--- src/rtl/tl_grant_client_stage_if.sv ---
// Grant-client stage bus: arbitrated headered Grant beats in, header-stripped Grant beats
// to the client, and outgoing Finish messages.
interface tl_grant_client_stage_if;
  // Arbitrated Grant channel (from arbiter)
  logic        in_ready;
  logic        in_valid;
  logic [1:0]  in_header_src;
  logic [1:0]  in_header_dst;
  logic [2:0]  in_addr_beat;
  logic        in_client_xact_id;
  logic [1:0]  in_manager_xact_id;
  logic        in_is_builtin_type;
  logic [3:0]  in_g_type;
  logic [63:0] in_data;

  // Client Grant channel
  logic        out_valid;
  logic        out_ready;
  logic [2:0]  out_addr_beat;
  logic        out_client_xact_id;
  logic [1:0]  out_manager_xact_id;
  logic        out_is_builtin_type;
  logic [3:0]  out_g_type;
  logic [63:0] out_data;

  // Finish channel
  logic        fin_valid;
  logic        fin_ready;
  logic [1:0]  fin_header_src;
  logic [1:0]  fin_header_dst;
  logic [1:0]  fin_manager_xact_id;

  logic        beat_err;

  // Stage side
  modport slave (
    output in_ready,
    input  in_valid, in_header_src, in_header_dst, in_addr_beat, in_client_xact_id,
           in_manager_xact_id, in_is_builtin_type, in_g_type, in_data,
    output out_valid, out_addr_beat, out_client_xact_id, out_manager_xact_id,
           out_is_builtin_type, out_g_type, out_data,
    input  out_ready,
    output fin_valid, fin_header_src, fin_header_dst, fin_manager_xact_id,
    input  fin_ready,
    output beat_err
  );

  // Environment side (arbiter, client and Finish sink)
  modport master (
    input  in_ready,
    output in_valid, in_header_src, in_header_dst, in_addr_beat, in_client_xact_id,
           in_manager_xact_id, in_is_builtin_type, in_g_type, in_data,
    input  out_valid, out_addr_beat, out_client_xact_id, out_manager_xact_id,
           out_is_builtin_type, out_g_type, out_data,
    output out_ready,
    input  fin_valid, fin_header_src, fin_header_dst, fin_manager_xact_id,
    output fin_ready,
    input  beat_err
  );
endinterface

--- src/rtl/tl_grant_client_stage.sv ---
// Grant client stage: buffers arbitrated Grant beats, strips headers, tracks multibeat
// boundaries and queues a Finish for every grant that needs acknowledgment.
module tl_grant_client_stage #(
  parameter int unsigned GNT_DEPTH = 4,
  parameter int unsigned FIN_DEPTH = 2,
  parameter int unsigned BEATS     = 8
) (
  input logic                   clk,
  input logic                   reset,
  tl_grant_client_stage_if.slave bus
);

  localparam int unsigned GPW = $clog2(GNT_DEPTH);
  localparam int unsigned GCW = GPW + 1;
  localparam int unsigned FPW = $clog2(FIN_DEPTH);
  localparam int unsigned FCW = FPW + 1;

  localparam logic [GCW-1:0] GNT_FULL_CNT = GCW'(GNT_DEPTH);
  localparam logic [FCW-1:0] FIN_FULL_CNT = FCW'(FIN_DEPTH);
  localparam logic [2:0]     LAST_BEAT    = 3'(BEATS - 1);

  typedef struct packed {
    logic [2:0]  addr_beat;
    logic        client_xact_id;
    logic [1:0]  manager_xact_id;
    logic        is_builtin_type;
    logic [3:0]  g_type;
    logic [63:0] data;
  } gnt_beat_t;

  typedef struct packed {
    logic [1:0] src;
    logic [1:0] dst;
    logic [1:0] manager_xact_id;
  } fin_msg_t;

  // Storage is intentionally left unreset; only pointers and counts are cleared.
  gnt_beat_t gnt_mem_q [GNT_DEPTH];
  fin_msg_t  fin_mem_q [FIN_DEPTH];

  logic [GPW-1:0] gnt_wr_q, gnt_wr_d, gnt_rd_q, gnt_rd_d;
  logic [GCW-1:0] gnt_cnt_q, gnt_cnt_d;
  logic [FPW-1:0] fin_wr_q, fin_wr_d, fin_rd_q, fin_rd_d;
  logic [FCW-1:0] fin_cnt_q, fin_cnt_d;
  logic [2:0]     beat_q, beat_d;
  logic           beat_err_q, beat_err_d;

  logic      gnt_full, gnt_empty, fin_full, fin_empty;
  logic      fire, multibeat, last, requires_ack;
  logic      gnt_push, gnt_pop, fin_push, fin_pop;
  gnt_beat_t gnt_in, gnt_head;
  fin_msg_t  fin_in, fin_head;

  // Ready depends only on registered occupancy, breaking the arbiter's ready path.
  always_comb begin
    gnt_full  = (gnt_cnt_q == GNT_FULL_CNT);
    gnt_empty = (gnt_cnt_q == '0);
    fin_full  = (fin_cnt_q == FIN_FULL_CNT);
    fin_empty = (fin_cnt_q == '0);
  end

  assign bus.in_ready = !gnt_full && !fin_full;

  always_comb begin
    fire         = bus.in_valid && bus.in_ready;
    multibeat    = (bus.in_is_builtin_type && (bus.in_g_type == 4'd5)) ||
                   (!bus.in_is_builtin_type && (bus.in_g_type == 4'd0));
    last         = !multibeat || (beat_q == LAST_BEAT);
    // Builtin type 0 acknowledges a voluntary release and needs no Finish.
    requires_ack = !(bus.in_is_builtin_type && (bus.in_g_type == 4'd0));
    gnt_push     = fire;
    gnt_pop      = !gnt_empty && bus.out_ready;
    fin_push     = fire && last && requires_ack;
    fin_pop      = !fin_empty && bus.fin_ready;
  end

  always_comb begin
    gnt_in.addr_beat       = bus.in_addr_beat;
    gnt_in.client_xact_id  = bus.in_client_xact_id;
    gnt_in.manager_xact_id = bus.in_manager_xact_id;
    gnt_in.is_builtin_type = bus.in_is_builtin_type;
    gnt_in.g_type          = bus.in_g_type;
    gnt_in.data            = bus.in_data;
    // Finish travels back to the grant's sender, so headers swap.
    fin_in.src             = bus.in_header_dst;
    fin_in.dst             = bus.in_header_src;
    fin_in.manager_xact_id = bus.in_manager_xact_id;
  end

  // Grant FIFO next state
  always_comb begin
    gnt_wr_d  = gnt_wr_q;
    gnt_rd_d  = gnt_rd_q;
    gnt_cnt_d = gnt_cnt_q;
    if (gnt_push) begin
      gnt_wr_d = gnt_wr_q + GPW'(1);
    end
    if (gnt_pop) begin
      gnt_rd_d = gnt_rd_q + GPW'(1);
    end
    case ({gnt_push, gnt_pop})
      2'b10:   gnt_cnt_d = gnt_cnt_q + GCW'(1);
      2'b01:   gnt_cnt_d = gnt_cnt_q - GCW'(1);
      default: gnt_cnt_d = gnt_cnt_q;
    endcase
  end

  // Finish FIFO next state
  always_comb begin
    fin_wr_d  = fin_wr_q;
    fin_rd_d  = fin_rd_q;
    fin_cnt_d = fin_cnt_q;
    if (fin_push) begin
      fin_wr_d = fin_wr_q + FPW'(1);
    end
    if (fin_pop) begin
      fin_rd_d = fin_rd_q + FPW'(1);
    end
    case ({fin_push, fin_pop})
      2'b10:   fin_cnt_d = fin_cnt_q + FCW'(1);
      2'b01:   fin_cnt_d = fin_cnt_q - FCW'(1);
      default: fin_cnt_d = fin_cnt_q;
    endcase
  end

  // Beat tracking; a misnumbered beat is flagged but still accepted and counted.
  always_comb begin
    beat_d     = beat_q;
    beat_err_d = beat_err_q;
    if (fire && multibeat) begin
      beat_d = (beat_q == LAST_BEAT) ? 3'd0 : beat_q + 3'd1;
      if (bus.in_addr_beat != beat_q) begin
        beat_err_d = 1'b1;
      end
    end
  end

  always_ff @(posedge clk) begin
    if (reset) begin
      gnt_wr_q   <= '0;
      gnt_rd_q   <= '0;
      gnt_cnt_q  <= '0;
      fin_wr_q   <= '0;
      fin_rd_q   <= '0;
      fin_cnt_q  <= '0;
      beat_q     <= 3'd0;
      beat_err_q <= 1'b0;
    end else begin
      gnt_wr_q   <= gnt_wr_d;
      gnt_rd_q   <= gnt_rd_d;
      gnt_cnt_q  <= gnt_cnt_d;
      fin_wr_q   <= fin_wr_d;
      fin_rd_q   <= fin_rd_d;
      fin_cnt_q  <= fin_cnt_d;
      beat_q     <= beat_d;
      beat_err_q <= beat_err_d;
    end
  end

  always_ff @(posedge clk) begin
    if (gnt_push) begin
      gnt_mem_q[gnt_wr_q] <= gnt_in;
    end
    if (fin_push) begin
      fin_mem_q[fin_wr_q] <= fin_in;
    end
  end

  always_comb begin
    gnt_head = gnt_mem_q[gnt_rd_q];
    fin_head = fin_mem_q[fin_rd_q];
  end

  assign bus.out_valid           = !gnt_empty;
  assign bus.out_addr_beat       = gnt_head.addr_beat;
  assign bus.out_client_xact_id  = gnt_head.client_xact_id;
  assign bus.out_manager_xact_id = gnt_head.manager_xact_id;
  assign bus.out_is_builtin_type = gnt_head.is_builtin_type;
  assign bus.out_g_type          = gnt_head.g_type;
  assign bus.out_data            = gnt_head.data;

  assign bus.fin_valid           = !fin_empty;
  assign bus.fin_header_src      = fin_head.src;
  assign bus.fin_header_dst      = fin_head.dst;
  assign bus.fin_manager_xact_id = fin_head.manager_xact_id;

  assign bus.beat_err = beat_err_q;

endmodule

--- src/flat_wrapper.sv ---
// flat-port wrapper written by rule: the top's interface ports become plain ports
module tl_grant_client_stage_flat 
#(
  parameter int unsigned GNT_DEPTH = 4,
  parameter int unsigned FIN_DEPTH = 2,
  parameter int unsigned BEATS     = 8
)
  (clk, reset, bus_in_ready, bus_in_valid, bus_in_header_src, bus_in_header_dst, bus_in_addr_beat, bus_in_client_xact_id, bus_in_manager_xact_id, bus_in_is_builtin_type, bus_in_g_type, bus_in_data, bus_out_valid, bus_out_addr_beat, bus_out_client_xact_id, bus_out_manager_xact_id, bus_out_is_builtin_type, bus_out_g_type, bus_out_data, bus_out_ready, bus_fin_valid, bus_fin_header_src, bus_fin_header_dst, bus_fin_manager_xact_id, bus_fin_ready, bus_beat_err);
  tl_grant_client_stage_if bus_i ();
  input logic clk;
  input logic reset;
  output wire logic [$bits(bus_i.in_ready)-1:0] bus_in_ready;
  input wire logic [$bits(bus_i.in_valid)-1:0] bus_in_valid;
  input wire logic [$bits(bus_i.in_header_src)-1:0] bus_in_header_src;
  input wire logic [$bits(bus_i.in_header_dst)-1:0] bus_in_header_dst;
  input wire logic [$bits(bus_i.in_addr_beat)-1:0] bus_in_addr_beat;
  input wire logic [$bits(bus_i.in_client_xact_id)-1:0] bus_in_client_xact_id;
  input wire logic [$bits(bus_i.in_manager_xact_id)-1:0] bus_in_manager_xact_id;
  input wire logic [$bits(bus_i.in_is_builtin_type)-1:0] bus_in_is_builtin_type;
  input wire logic [$bits(bus_i.in_g_type)-1:0] bus_in_g_type;
  input wire logic [$bits(bus_i.in_data)-1:0] bus_in_data;
  output wire logic [$bits(bus_i.out_valid)-1:0] bus_out_valid;
  output wire logic [$bits(bus_i.out_addr_beat)-1:0] bus_out_addr_beat;
  output wire logic [$bits(bus_i.out_client_xact_id)-1:0] bus_out_client_xact_id;
  output wire logic [$bits(bus_i.out_manager_xact_id)-1:0] bus_out_manager_xact_id;
  output wire logic [$bits(bus_i.out_is_builtin_type)-1:0] bus_out_is_builtin_type;
  output wire logic [$bits(bus_i.out_g_type)-1:0] bus_out_g_type;
  output wire logic [$bits(bus_i.out_data)-1:0] bus_out_data;
  input wire logic [$bits(bus_i.out_ready)-1:0] bus_out_ready;
  output wire logic [$bits(bus_i.fin_valid)-1:0] bus_fin_valid;
  output wire logic [$bits(bus_i.fin_header_src)-1:0] bus_fin_header_src;
  output wire logic [$bits(bus_i.fin_header_dst)-1:0] bus_fin_header_dst;
  output wire logic [$bits(bus_i.fin_manager_xact_id)-1:0] bus_fin_manager_xact_id;
  input wire logic [$bits(bus_i.fin_ready)-1:0] bus_fin_ready;
  output wire logic [$bits(bus_i.beat_err)-1:0] bus_beat_err;
  assign bus_in_ready = bus_i.in_ready;
  assign bus_i.in_valid = bus_in_valid;
  assign bus_i.in_header_src = bus_in_header_src;
  assign bus_i.in_header_dst = bus_in_header_dst;
  assign bus_i.in_addr_beat = bus_in_addr_beat;
  assign bus_i.in_client_xact_id = bus_in_client_xact_id;
  assign bus_i.in_manager_xact_id = bus_in_manager_xact_id;
  assign bus_i.in_is_builtin_type = bus_in_is_builtin_type;
  assign bus_i.in_g_type = bus_in_g_type;
  assign bus_i.in_data = bus_in_data;
  assign bus_out_valid = bus_i.out_valid;
  assign bus_out_addr_beat = bus_i.out_addr_beat;
  assign bus_out_client_xact_id = bus_i.out_client_xact_id;
  assign bus_out_manager_xact_id = bus_i.out_manager_xact_id;
  assign bus_out_is_builtin_type = bus_i.out_is_builtin_type;
  assign bus_out_g_type = bus_i.out_g_type;
  assign bus_out_data = bus_i.out_data;
  assign bus_i.out_ready = bus_out_ready;
  assign bus_fin_valid = bus_i.fin_valid;
  assign bus_fin_header_src = bus_i.fin_header_src;
  assign bus_fin_header_dst = bus_i.fin_header_dst;
  assign bus_fin_manager_xact_id = bus_i.fin_manager_xact_id;
  assign bus_i.fin_ready = bus_fin_ready;
  assign bus_beat_err = bus_i.beat_err;
  tl_grant_client_stage #(.GNT_DEPTH(GNT_DEPTH), .FIN_DEPTH(FIN_DEPTH), .BEATS(BEATS)) u_core (.clk(clk), .reset(reset), .bus(bus_i));
endmodule
--- config.mk ---
export PLATFORM = sky130hd
export DESIGN_NAME = tl_grant_client_stage_flat
export DESIGN_NICKNAME = d
export VERILOG_FILES = /design/src/rtl/tl_grant_client_stage_if.sv /design/src/rtl/tl_grant_client_stage.sv /design/src/flat_wrapper.sv
export SDC_FILE = /design/constraint.sdc
export NUM_CORES = 1
export LEC_CHECK = 0
export CORE_MARGIN = 2
export CORE_UTILIZATION = 50
export DETAILED_ROUTE_END_ITERATION = 7
export HOLD_SLACK_MARGIN = 0.12
export PLACE_DENSITY = 0.74
export SLEW_MARGIN = 20
export SYNTH_ARGS = -nofsm -noshare
export SYNTH_HDL_FRONTEND = slang
export SYNTH_SLANG_ARGS = --single-unit
--- constraint.sdc ---
create_clock -name clk -period 4.6 [get_ports clk]
set_input_delay 0.69 -clock clk [delete_from_list [all_inputs] [get_ports clk]]
set_output_delay 0.69 -clock clk [all_outputs]
set_load 0.02 [all_outputs]
==> Yosys cells after proc, flatten, opt, wreduce, memory -nomap -nowiden <==
Memory sizes are Yosys's and may differ from the RTL's. A register that Yosys moved wholly into a read port is not among the register bits.
Index checks and enable logic that the tools add are counted.
{ "op_classes": {"n_eq_ne": 9, "reduce_logical": 25, "addsub": 9, "n_mux": 11} }
{ "op_table": {"columns": ["operator", "count"], "rows": [
  ["1-bit logical AND", 10],
  ["1-bit logical NOT", 7],
  ["2-bit by 1-bit adder with 2-bit output (second input constant)", 3],
  ["3-bit by 1-bit adder with 3-bit output (second input constant)", 2],
  ["2-bit == test (second input constant)", 3],
  ["3-bit == test (second input constant)", 2],
  ["1-bit two-way mux", 6],
  ["3-bit case mux with 2 select lines", 1],
  ["2-bit by 1-bit == test with 1-bit output (second input constant)", 2],
  ["4-bit by 3-bit == test with 1-bit output (second input constant)", 1],
  ["4-bit logical NOT", 1],
  ["2-bit two-way mux", 2],
  ["2-bit case mux with 2 select lines", 1],
  ["2-bit nonzero test", 2],
  ["3-bit logical NOT", 1],
  ["3-bit two-way mux", 1],
  ["3-bit != test", 1],
  ["3-bit by 1-bit subtractor with 3-bit output (second input constant)", 1],
  ["1-bit adder (second input constant)", 2],
  ["2-bit logical NOT", 1],
  ["1-bit logical OR", 2],
  ["2-bit AND reduction", 1],
  ["2-bit by 1-bit subtractor with 2-bit output (second input constant)", 1]
]} }
{ "totals": {"ramBits": 312, "memories": 2, "elab_cells": 64, "reg_bits": 15} }
{ "memory_table": {"columns": ["memory", "depth", "word_bits", "read_ports", "rd_clocked_by_memory_dff", "write_ports", "line_no", "rtl"], "rows": [
  ["u_core.gnt_mem_q", 4, 75, 1, 1, 1, "tl_grant_client_stage.sv:38", "gnt_beat_t gnt_mem_q [GNT_DEPTH];"],
  ["u_core.fin_mem_q", 2, 6, 1, 1, 1, "tl_grant_client_stage.sv:39", "fin_msg_t fin_mem_q [FIN_DEPTH];"]
]} }

==> Logic depth before layout (Yosys ltp) <==
Gate-level depths: netlist of the first run.
{ "depth": {"depth_word": 9, "depth_mapped": 9, "depth_no_buf": 9} }

==> Worst setup path after synthesis of the first run <==
Ideal clock, no wire load.
{ "synth_timing": {"path_kind": "input to register", "start": "input port bus_in_valid", "end": "memory u_core.gnt_mem_q[0][0] (netlist name) (enable)", "cell_stages": 3, "arrival_time_ns": 2.764, "slack_ns": 1.395, "path_buffers": 1, "setup_ns": 0.441, "cell_sequence": "and3_4 buf_6 and2_1"} }
{ "synth_via": {"elab_chain_cells": 3} }
{ "synth_rtl": {"columns": ["element", "line_no", "rtl"], "rows": [
  ["from (decl)", "flat_wrapper.sv:13", "input wire logic [$bits(bus_i.in_valid)-1:0] bus_in_valid;"],
  ["1-bit logical AND", "tl_grant_client_stage.sv:65", "fire = bus.in_valid && bus.in_ready;"],
  ["1-bit two-way mux", "tl_grant_client_stage.sv:161", "if (gnt_push) begin"],
  ["1-bit two-way mux (not written as such)", "tl_grant_client_stage.sv:162", "gnt_mem_q[gnt_wr_q] <= gnt_in;"],
  ["to (decl)", "tl_grant_client_stage.sv:38", null]
]} }
Every way passes these cells.

==> impl_metrics.py, run 1 <==
metrics = {
    "critical_path": {
        "critPathTopFamily": "buffers and inverters",
        "setup.worst_path.class": "reg2out",
        "cpPeakStageDelay_ns": 0.65,
        "cp-start-kind": "register",
        "worst_ep_arrival_time_ns": 2.80,
        "cp.required_ns": 3.91,
        "end_kind": "output pin",
        "crit_fanout": 53,
        "critical_path_buf_inv_count": 2,
        "crit_slowest_cell": "dfxtp_4",
        "worstPathCellList": "buf_12 > mux4_2 > clkdlybuf4s50_1",
    },
    "drt": {
        "ant_nets": 0,
        "route.detailed.drc": 0,
        "drt_iter0_markers": 331,
        "post_drt_wl_per_cell_um": 21.0,
        "wirelength_um": 22100,
        "drt_pass1_iterations": 4,
        "vias": 5723,
        "vias_per_cell": 5.43,
    },
    "placed_design": {
        "post_dp_cell_area_um2": 14300,
        "hpwl_um": 13300,
        "place_ws_ns": 1.54,
        "port_buffers": 168,
        "place_congestion": 0.726,
    },
    "floorplanning": {
        "rows": 57,
        "core_area_um2": 24100,
        "die-width_um": 160,
        "die_area_um2": 25600,
        "initial_utilization_pct": 50.4,
        "ioPinCount": 169,
        "die_y_um": 160,
    },
    "cts": {
        "cts_setup_buffers": 0,
        "numCtsBuffers": 34,
        "cts_max_path_buffers": 3,
        "postCtsHoldBufs": 0,
        "cts_sinks": 330,
        "htree_levels": 2,
        "clock_latency_ns": 0.50,
        "postCtsResizedCells": 0,
        "cts_root_buf": "clkbuf_16",
        "path_clk_slew_ns": 0.06,
        "cts_tree": "done",
    },
    "sta": {
        "fin_crit_sh_pct": 75.9,
        "hold_violations": 0,
        "slew_viol_final": 0,
        "rsz0062_at_grt": "no",
        "setup_tns_ns": 0,
        "period_needed_ns": 3.49,
        "slew_headroom_pct": 56.9,
        "finClkSkew_ns": 0.0251,
        "timing.final.ws_setup_ns": 1.11,
        "setup_viol": 0,
        "worst_pin_slew_ns": 0.645,
        "fmax_mhz": 286,
    },
    "finish": {
        "syn2layout_area_growth_pct": 26.6,
        "layout_commonest_cell": "edfxtp_1",
        "fin_util_pct": 63.8,
        "multi_input_area_um2": 2320,
        "drive_gt1_share_pct": 20.1,
        "diodes": 0,
        "final_cell_mix": "edfxtp_1, clkdlybuf4s50_1, mux4_2",
        "nFillCells": 1662,
        "final_cell_area_um2": 15400,
        "regArea_um2": 9740,
        "fin_nets": 798,
    },
    "grt": {
        "grt_overflow_total": 0,
        "grt_pass1_vias": 6125,
        "grt_usage_pct": 17.5,
        "grt_max_degree": 76,
        "antenna_found_initial": 0,
        "grt_pass1_wl_um": 34200,
    },
    "synth": {
        "synth_area_leader_cell": "edfxtp_1",
        "ys_warn_count": 0,
        "synth_top_cell_area_share_pct": 77.1,
        "synth-edff-count": 312,
        "ys_seq_elements": 330,
        "synthArstFlopShare_pct": 0,
        "ys.flop_type": "edfxtp_1",
        "synth_seq_area_share_pct": 80.0,
        "synth_nets": 608,
        "synthCells": 515,
        "syn-cell-area_um2": 12200,
        "synth.avg_cell_area_um2": 23.6,
        "ys_types": 38,
        "yosys-top-cells-area": "edfxtp_1, mux4_2, dfxtp_1",
    },
    "worst_hold_path": {
        "hold_class": "reg2reg",
    },
    "power": {
        "max-vdd-ir-drop_mv": 0.296,
        "power.density_nw_per_um2": 608,
        "p_leak_nw": 4.90,
    },
    "outcome": {
        "run_status": "complete, no violations",
    },
    "run": {
        "drv_cap": 0,
    },
}
registers in the layout, summed over array words and instances, names as in the netlist, named ones only:
register,flops
u_core.gnt_rd_q,2
u_core.fin_mem_q,12
u_core.gnt_wr_q,2
u_core.gnt_mem_q,300
u_core.fin_rd_q,1
u_core.beat_q,3
u_core.fin_cnt_q,2
u_core.bus.beat_err,1
u_core.fin_wr_q,1
u_core.gnt_cnt_q,3
cell type report:
cell class | count | area share, %
Inverter | 7 | 0.171
Clock buffer | 41 | 5.84
Sequential cell | 330 | 63.3
Multi-Input combinational cell | 158 | 15.1
Clock inverter | 20 | 1.12
Tap cell | 324 | 2.63
Timing Repair Buffer | 174 | 11.9
kinds of logic after synthesis:
family	after synthesis	synth area share, %
AND/OR/NAND/NOR	39	1.69
XOR/XNOR	11	0.792
adder cells (fa/ha/maj)	9	0.988
flip-flops	330	80.0
AO/OA/AOI/OAI	16	0.864
multiplexers	83	14.7
buffers and inverters	27	0.988
routing by layer:
layer  wire length [µm]  track usage, %  vias to the layer above  part of all wire (%)
li1                   -               -                     2537                     -
met1               9040            22.9                     2959                    41
met2              11200            29.5                      199                    51
met3               1520            4.36                       28                   6.9
met4                372            4.71                        0                   1.7
met5                  0               0                        -                     0
per-stage QoR:
stage / hold WS [ns] / instances / power (mW)
2_1_floorplan: 0.467 / 515 / 5.66
3_3_place_gp: 0.479 / 988 / 6.77
3_5_place_dp: 0.482 / 992 / 6.88
4_1_cts: 0.510 / 1053 / 9.50
5_1_grt: 0.539 / 1054 / 9.76
6_report: 0.513 / 1054 / 9.36
cell usage after synthesis (2+ instances only):
| cell | instances |
|---|---|
| xor2_1 | 4 |
| buf_1 | 3 |
| nand3_1 | 3 |
| dfxtp_1 | 18 |
| nor2_1 | 18 |
| and2_1 | 5 |
| xnor2_1 | 7 |
| edfxtp_1 | 312 |
| mux2_2 | 6 |
| a21oi_1 | 6 |
| clkbuf_1 | 7 |
| ha_1 | 8 |
| buf_2 | 9 |
| or3_1 | 2 |
| inv_1 | 6 |
| mux4_2 | 75 |
| o21ai_0 | 5 |
power by group:
group	internal (mW)	total (mW)	switching, mW
Clock	1.56	2.60	1.04
Sequential	3.83	4.02	0.192
Combinational	1.38	2.74	1.36
Total	6.77	9.36	2.59
path summary, 6_finish.rpt:
path	from	slack (ns)	cells past startpoint	endpoint
setup / recovery	register	1.11	3	bus_out_data[31]
hold / removal	u_core.beat_q[2]	0.51	2	u_core.beat_q[2]
setup reg to reg	u_core.gnt_cnt_q[2]	2.05	9	u_core.gnt_cnt_q[2]
hold reg to reg	u_core.beat_q[2]	0.51	2	u_core.beat_q[2]
worst register-to-register path: cells and delay by family, from the launching register on:
kind                       cells  cell delay [ns]
and+or+nand+nor                3             0.95
adders and majority gates      2             0.64
DFF                            1             0.38
buffers and inverters          2             0.19
xor gates and xnor gates       1             0.16
AOI/OAI and AO/OA              1             0.16
Power figures use the tool's default switching activity.
==> inputs of run 2 (changes only) <==
==> constraint.sdc (replaced) <==
create_clock -name clk -period 3.45 [get_ports clk]
set_input_delay 0.5175 -clock clk [delete_from_list [all_inputs] [get_ports clk]]
set_output_delay 0.5175 -clock clk [all_outputs]
set_load 0.02 [all_outputs]
==> run 2 against run 1 <==
- critical endpoint is now bus_out_data[0]
- clock power grew 28%
- first-iteration DRC count grew 44%
- sequential share of layout area grew 0.15 points
- design area shrank 0.24%
- via count grew 0.45%
- largest power group unchanged
- die area is the same
- clock skew shrank 0.011 ns
==> impl_metrics.py, run 2 (same netlist as run 1, synthesis figures left out) <==
metrics = {
    "cts": {
        "cts_setup_buffers": 0,
        "postCtsResizedCells": 0,
        "cts_sinks": 330,
        "path_clk_slew_ns": 0.06,
        "postCtsHoldBufs": 0,
        "cts_root_buf": "clkbuf_16",
        "cts_max_path_buffers": 3,
        "numCtsBuffers": 31,
        "cts_tree": "done",
        "clock_latency_ns": 0.55,
        "htree_levels": 1,
    },
    "drt": {
        "drt_iter0_markers": 478,
        "vias": 5749,
        "drt_pass1_iterations": 4,
        "route.detailed.drc": 0,
        "post_drt_wl_per_cell_um": 21.5,
        "ant_nets": 0,
        "vias_per_cell": 5.44,
        "wirelength_um": 22700,
    },
    "floorplanning": {
        "initial_utilization_pct": 50.4,
        "core_area_um2": 24100,
        "ioPinCount": 169,
        "die-width_um": 160,
        "rows": 57,
        "die_y_um": 160,
        "die_area_um2": 25600,
    },
    "grt": {
        "met3_usage_pct": 3.87,
        "grt_pass1_wl_um": 35200,
        "grt.busiest_layer": "met2",
        "antenna_found_initial": 0,
        "use_met2_pct": 30.9,
        "grt_usage_pct": 17.9,
        "grt_max_degree": 55,
        "grt_pass1_vias": 6234,
        "grt_util_met1_pct": 24.0,
        "grt_overflow_total": 0,
    },
    "power": {
        "p_leak_nw": 4.88,
        "power.total_mw": 12.4,
        "power.density_nw_per_um2": 807,
        "max-vdd-ir-drop_mv": 0.701,
    },
    "finish": {
        "fin_nets": 800,
        "top_register": "u_core.gnt_mem_q",
        "layout_commonest_cell": "edfxtp_1",
        "fin_util_pct": 63.7,
        "final_cell_mix": "edfxtp_1, clkdlybuf4s50_1, mux4_2",
        "largest_reg_flops": 300,
        "drive_gt1_share_pct": 20.8,
        "reg.largest.list": "u_core.gnt_mem_q (300), u_core.fin_mem_q (12)",
        "final_cell_area_um2": 15400,
        "syn2layout_area_growth_pct": 26.3,
        "diodes": 0,
    },
    "run": {
        "drv_cap": 0,
    },
    "critical_path": {
        "end_kind": "output pin",
        "r2r_start": "u_core.gnt_cnt_q[2]",
        "crit_fanout": 54,
        "setup.worst_path.class": "reg2out",
        "cp-start-kind": "register",
        "cp.required_ns": 2.93,
        "r2r_slack_ns": 0.95,
        "worst_ep_arrival_time_ns": 2.48,
    },
    "sta": {
        "setup_tns_ns": 0,
        "period_needed_ns": 3.00,
        "rsz0062_at_grt": "no",
        "setup_viol": 0,
        "slew_viol_final": 0,
        "slew_headroom_pct": 55.6,
        "hold_violations": 0,
        "finClkSkew_ns": 0.0136,
        "fin_crit_sh_pct": 86.8,
        "worst_pin_slew_ns": 0.664,
        "fmax_mhz": 334,
    },
    "worst_hold_path": {
        "hold_start": "u_core.fin_cnt_q[1]",
        "hold_class": "reg2reg",
    },
    "placed_design": {
        "hpwl_um": 14000,
        "port_buffers": 168,
        "place_congestion": 0.691,
        "post_dp_cell_area_um2": 14300,
    },
    "outcome": {
        "run_status": "complete, no violations",
    },
}
[run 2: changes by cell type in the layout (fill, tap and decap cells not counted), moves of 2 or more]
cell,before,now
buf_12,2,7
buf_16,4,0
buf_4,0,4
clkbuf_16,35,31
clkinv_1,9,5
clkinv_4,0,2
[run 2: path summary, 6_finish.rpt]
| check | endpoint | cells past startpoint |
|---|---|---|
| max | bus_out_data[0] | 3 |
| min | u_core.fin_cnt_q[1] | 2 |
| max reg2reg | u_core.gnt_cnt_q[2] | 9 |
| min reg2reg | u_core.fin_cnt_q[1] | 2 |
[run 2: critical path, cell delays in order (launching register included)]
cell             delay [ns]
dfxtp_4                0.57
buf_12                 0.35
mux4_2                 0.39
clkdlybuf4s50_1        0.58
[run 2: report_power, final]
part | switching, mW | internal (mW)
clock network | 1.38 | 1.95
registers | 0.193 | 5.10
logic | 1.90 | 1.86
[run 2: metal layers]
metal | part of all wire, % | up-vias | wire length (µm)
met4 | 1.4 | 0 | 316
met5 | 0 | - | 0
li1 | - | 2540 | -
met3 | 6.7 | 22 | 1530
met2 | 51 | 222 | 11600
met1 | 41 | 2965 | 9250
[run 2: per-stage QoR]
stage | setup WS (ns) | hold WS, ns | instances
finish | 0.454 | 0.511 | 1056
global route | 0.342 | 0.532 | 1056
CTS | 0.386 | 0.512 | 1056
detailed placement | 0.742 | 0.499 | 998
global placement | 0.807 | 0.488 | 998
floorplan | 0.417 | 0.467 | 515
[run 2: cell type report]
class	count	area, µm²
inverter	7	26.3
tap	324	405
timing repair buffer	179	1850
clock buffer	38	802
fill	1651	8750
sequential	330	9740
clock inverter	20	213
multi-input combinational	158	2320
==> inputs of run 3 (changes only) <==
--- a/config.mk
+++ b/config.mk
@@ -5,11 +5,13 @@
 export SDC_FILE = /design/constraint.sdc
 export NUM_CORES = 1
 export LEC_CHECK = 0
+export CORE_ASPECT_RATIO = 0.6
 export CORE_MARGIN = 2
 export CORE_UTILIZATION = 50
 export DETAILED_ROUTE_END_ITERATION = 7
 export HOLD_SLACK_MARGIN = 0.12
 export PLACE_DENSITY = 0.74
+export SKIP_LAST_GASP = 1
 export SLEW_MARGIN = 20
 export SYNTH_ARGS = -nofsm -noshare
 export SYNTH_HDL_FRONTEND = slang
==> run 3 against run 2 <==
- utilization is 0.32 points higher
- combinational power is essentially flat
- hold slack worse by 0.0030 ns
- first-iteration DRC count shrank 21%
- clock-buffer cell count down 5
- power increased by 0.44%
- critical path type unchanged
==> impl_metrics.py, run 3 (same netlist as run 1, synthesis figures left out) <==
metrics = {
    "grt": {
        "grt_pass1_vias": 6137,
        "grt_overflow_total": 0,
        "grt_max_degree": 33,
        "antenna_found_initial": 0,
        "grt_usage_pct": 18.3,
        "grt_pass1_wl_um": 35400,
    },
    "drt": {
        "post_drt_wl_per_cell_um": 22.0,
        "routed.top_layer": "met4",
        "ant_nets": 0,
        "vias": 5722,
        "drt-met1-wl_um": 10300,
        "wirelength_um": 23100,
        "route.detailed.drc": 0,
        "drt_iter0_markers": 377,
        "dr_wl_met2_um": 10900,
        "vias_per_cell": 5.44,
        "drt_pass1_iterations": 4,
        "route.met3.wl_um": 1580,
    },
    "run": {
        "drv_cap": 0,
    },
    "floorplanning": {
        "die-width_um": 205,
        "core_area_um2": 24000,
        "ioPinCount": 169,
        "die_area_um2": 25600,
        "rows": 44,
        "initial_utilization_pct": 50.7,
        "die_y_um": 125,
    },
    "critical_path": {
        "end_kind": "output pin",
        "crit_slowest_cell": "dfxtp_4",
        "setup.worst_path.class": "reg2out",
        "worst_ep_arrival_time_ns": 2.54,
        "critPathTopFamily": "buffers and inverters",
        "critical_path_buf_inv_count": 2,
        "cpPeakStageDelay_ns": 0.69,
        "crit_fanout": 32,
        "cp.required_ns": 2.93,
        "cp-start-kind": "register",
        "r2r_start": "u_core.gnt_cnt_q[2]",
        "worstPathCellList": "buf_4 > mux4_2 > clkdlybuf4s50_1",
    },
    "cts": {
        "postCtsHoldBufs": 0,
        "htree_levels": 1,
        "cts_max_path_buffers": 3,
        "path_clk_slew_ns": 0.06,
        "clock_latency_ns": 0.54,
        "cts_tree": "done",
        "cts_sinks": 330,
        "cts_setup_buffers": 0,
        "cts_root_buf": "clkbuf_16",
        "numCtsBuffers": 29,
        "postCtsResizedCells": 0,
    },
    "worst_hold_path": {
        "hold_class": "reg2reg",
        "hold_start": "u_core.gnt_rd_q[1]",
    },
    "finish": {
        "nFillCells": 1628,
        "final_cell_mix": "edfxtp_1, clkdlybuf4s50_1, mux4_2",
        "reg.largest.list": "u_core.gnt_mem_q (300), u_core.fin_mem_q (12)",
        "top_register": "u_core.gnt_mem_q",
        "diodes": 0,
        "drive_gt1_share_pct": 21.1,
        "regArea_um2": 9740,
        "layout_commonest_cell": "edfxtp_1",
        "syn2layout_area_growth_pct": 26.4,
        "fin_util_pct": 64.0,
        "fin_nets": 804,
        "multi_input_area_um2": 2320,
        "largest_reg_flops": 300,
    },
    "sta": {
        "setup_viol": 0,
        "slew_headroom_pct": 56.7,
        "worst_pin_slew_ns": 0.648,
        "period_needed_ns": 3.06,
        "setup_tns_ns": 0,
        "rsz0062_at_grt": "no",
        "fmax_mhz": 327,
        "hold_violations": 0,
        "slew_viol_final": 0,
        "worst_hold_slack_ns": 0.508,
        "fin_crit_sh_pct": 88.7,
        "finClkSkew_ns": 0.0211,
    },
    "power": {
        "power.density_nw_per_um2": 810,
        "p_leak_nw": 4.90,
        "max-vdd-ir-drop_mv": 0.486,
    },
    "outcome": {
        "run_status": "complete, no violations",
    },
    "placed_design": {
        "port_buffers": 168,
        "place_congestion": 0.742,
        "hpwl_um": 14500,
    },
}
run 3: cell count changes in the layout (fill, tap and decap cells not counted):
| cell | previous run | this run |
|---|---|---|
| buf_4 | 4 | 10 |
| bufinv_16 | 4 | 6 |
| clkbuf_1 | 7 | 4 |
| clkbuf_16 | 31 | 29 |
| clkinv_1 | 5 | 4 |
| clkinv_2 | 5 | 2 |
| clkinv_4 | 2 | 0 |
| clkinvlp_2 | 0 | 1 |
| clkinvlp_4 | 3 | 2 |
| inv_6 | 1 | 2 |
run 3: worst min-delay path: stages, from the launching register on:
cell and delay, ns:
dfxtp_1 0.32, xor2_1 0.06, nor2_1 0.09
run 3: per-layer routing:
metal  global-route usage [%]  vias up
li1                         -     2541
met1                     26.5     2988
met2                     29.0      157
met3                     4.50       36
met4                     3.47        0
met5                        0        -
run 3: cell type report:
class	instances	share of cell area, %
Clock buffer	33	4.82
Clock inverter	17	1.58
Inverter	7	0.171
Multi-Input combinational cell	158	15.1
Sequential cell	330	63.4
Tap cell	322	2.62
Timing Repair Buffer	185	12.3
run 3: final timing paths:
| path | endpoint | slack, ns | depth (start not counted) |
|---|---|---|---|
| max | bus_out_data[18] | 0.39 | 3 |
| min | register | 0.51 | 2 |
| max reg2reg | u_core.gnt_cnt_q[2] | 0.91 | 9 |
| min reg2reg | register | 0.51 | 2 |
run 3: per-stage QoR:
stage          worst slack [ns]  instances  power (mW)  instance area [µm²]
3_3_place_gp              0.788       1002        9.16                14400
6_report                  0.391       1052        12.4                15400
4_1_cts                   0.325       1052        12.6                15400
5_1_grt                   0.282       1052        13.0                15400
2_1_floorplan             0.417        515        7.55                12200
3_5_place_dp              0.759       1002        9.24                14400
run 3: report_power, final:
group	internal (mW)	leakage [nW]	switching [mW]
combinational	1.88	1.42	1.90
sequential	5.10	3.01	0.227
clock	1.98	0.470	1.35
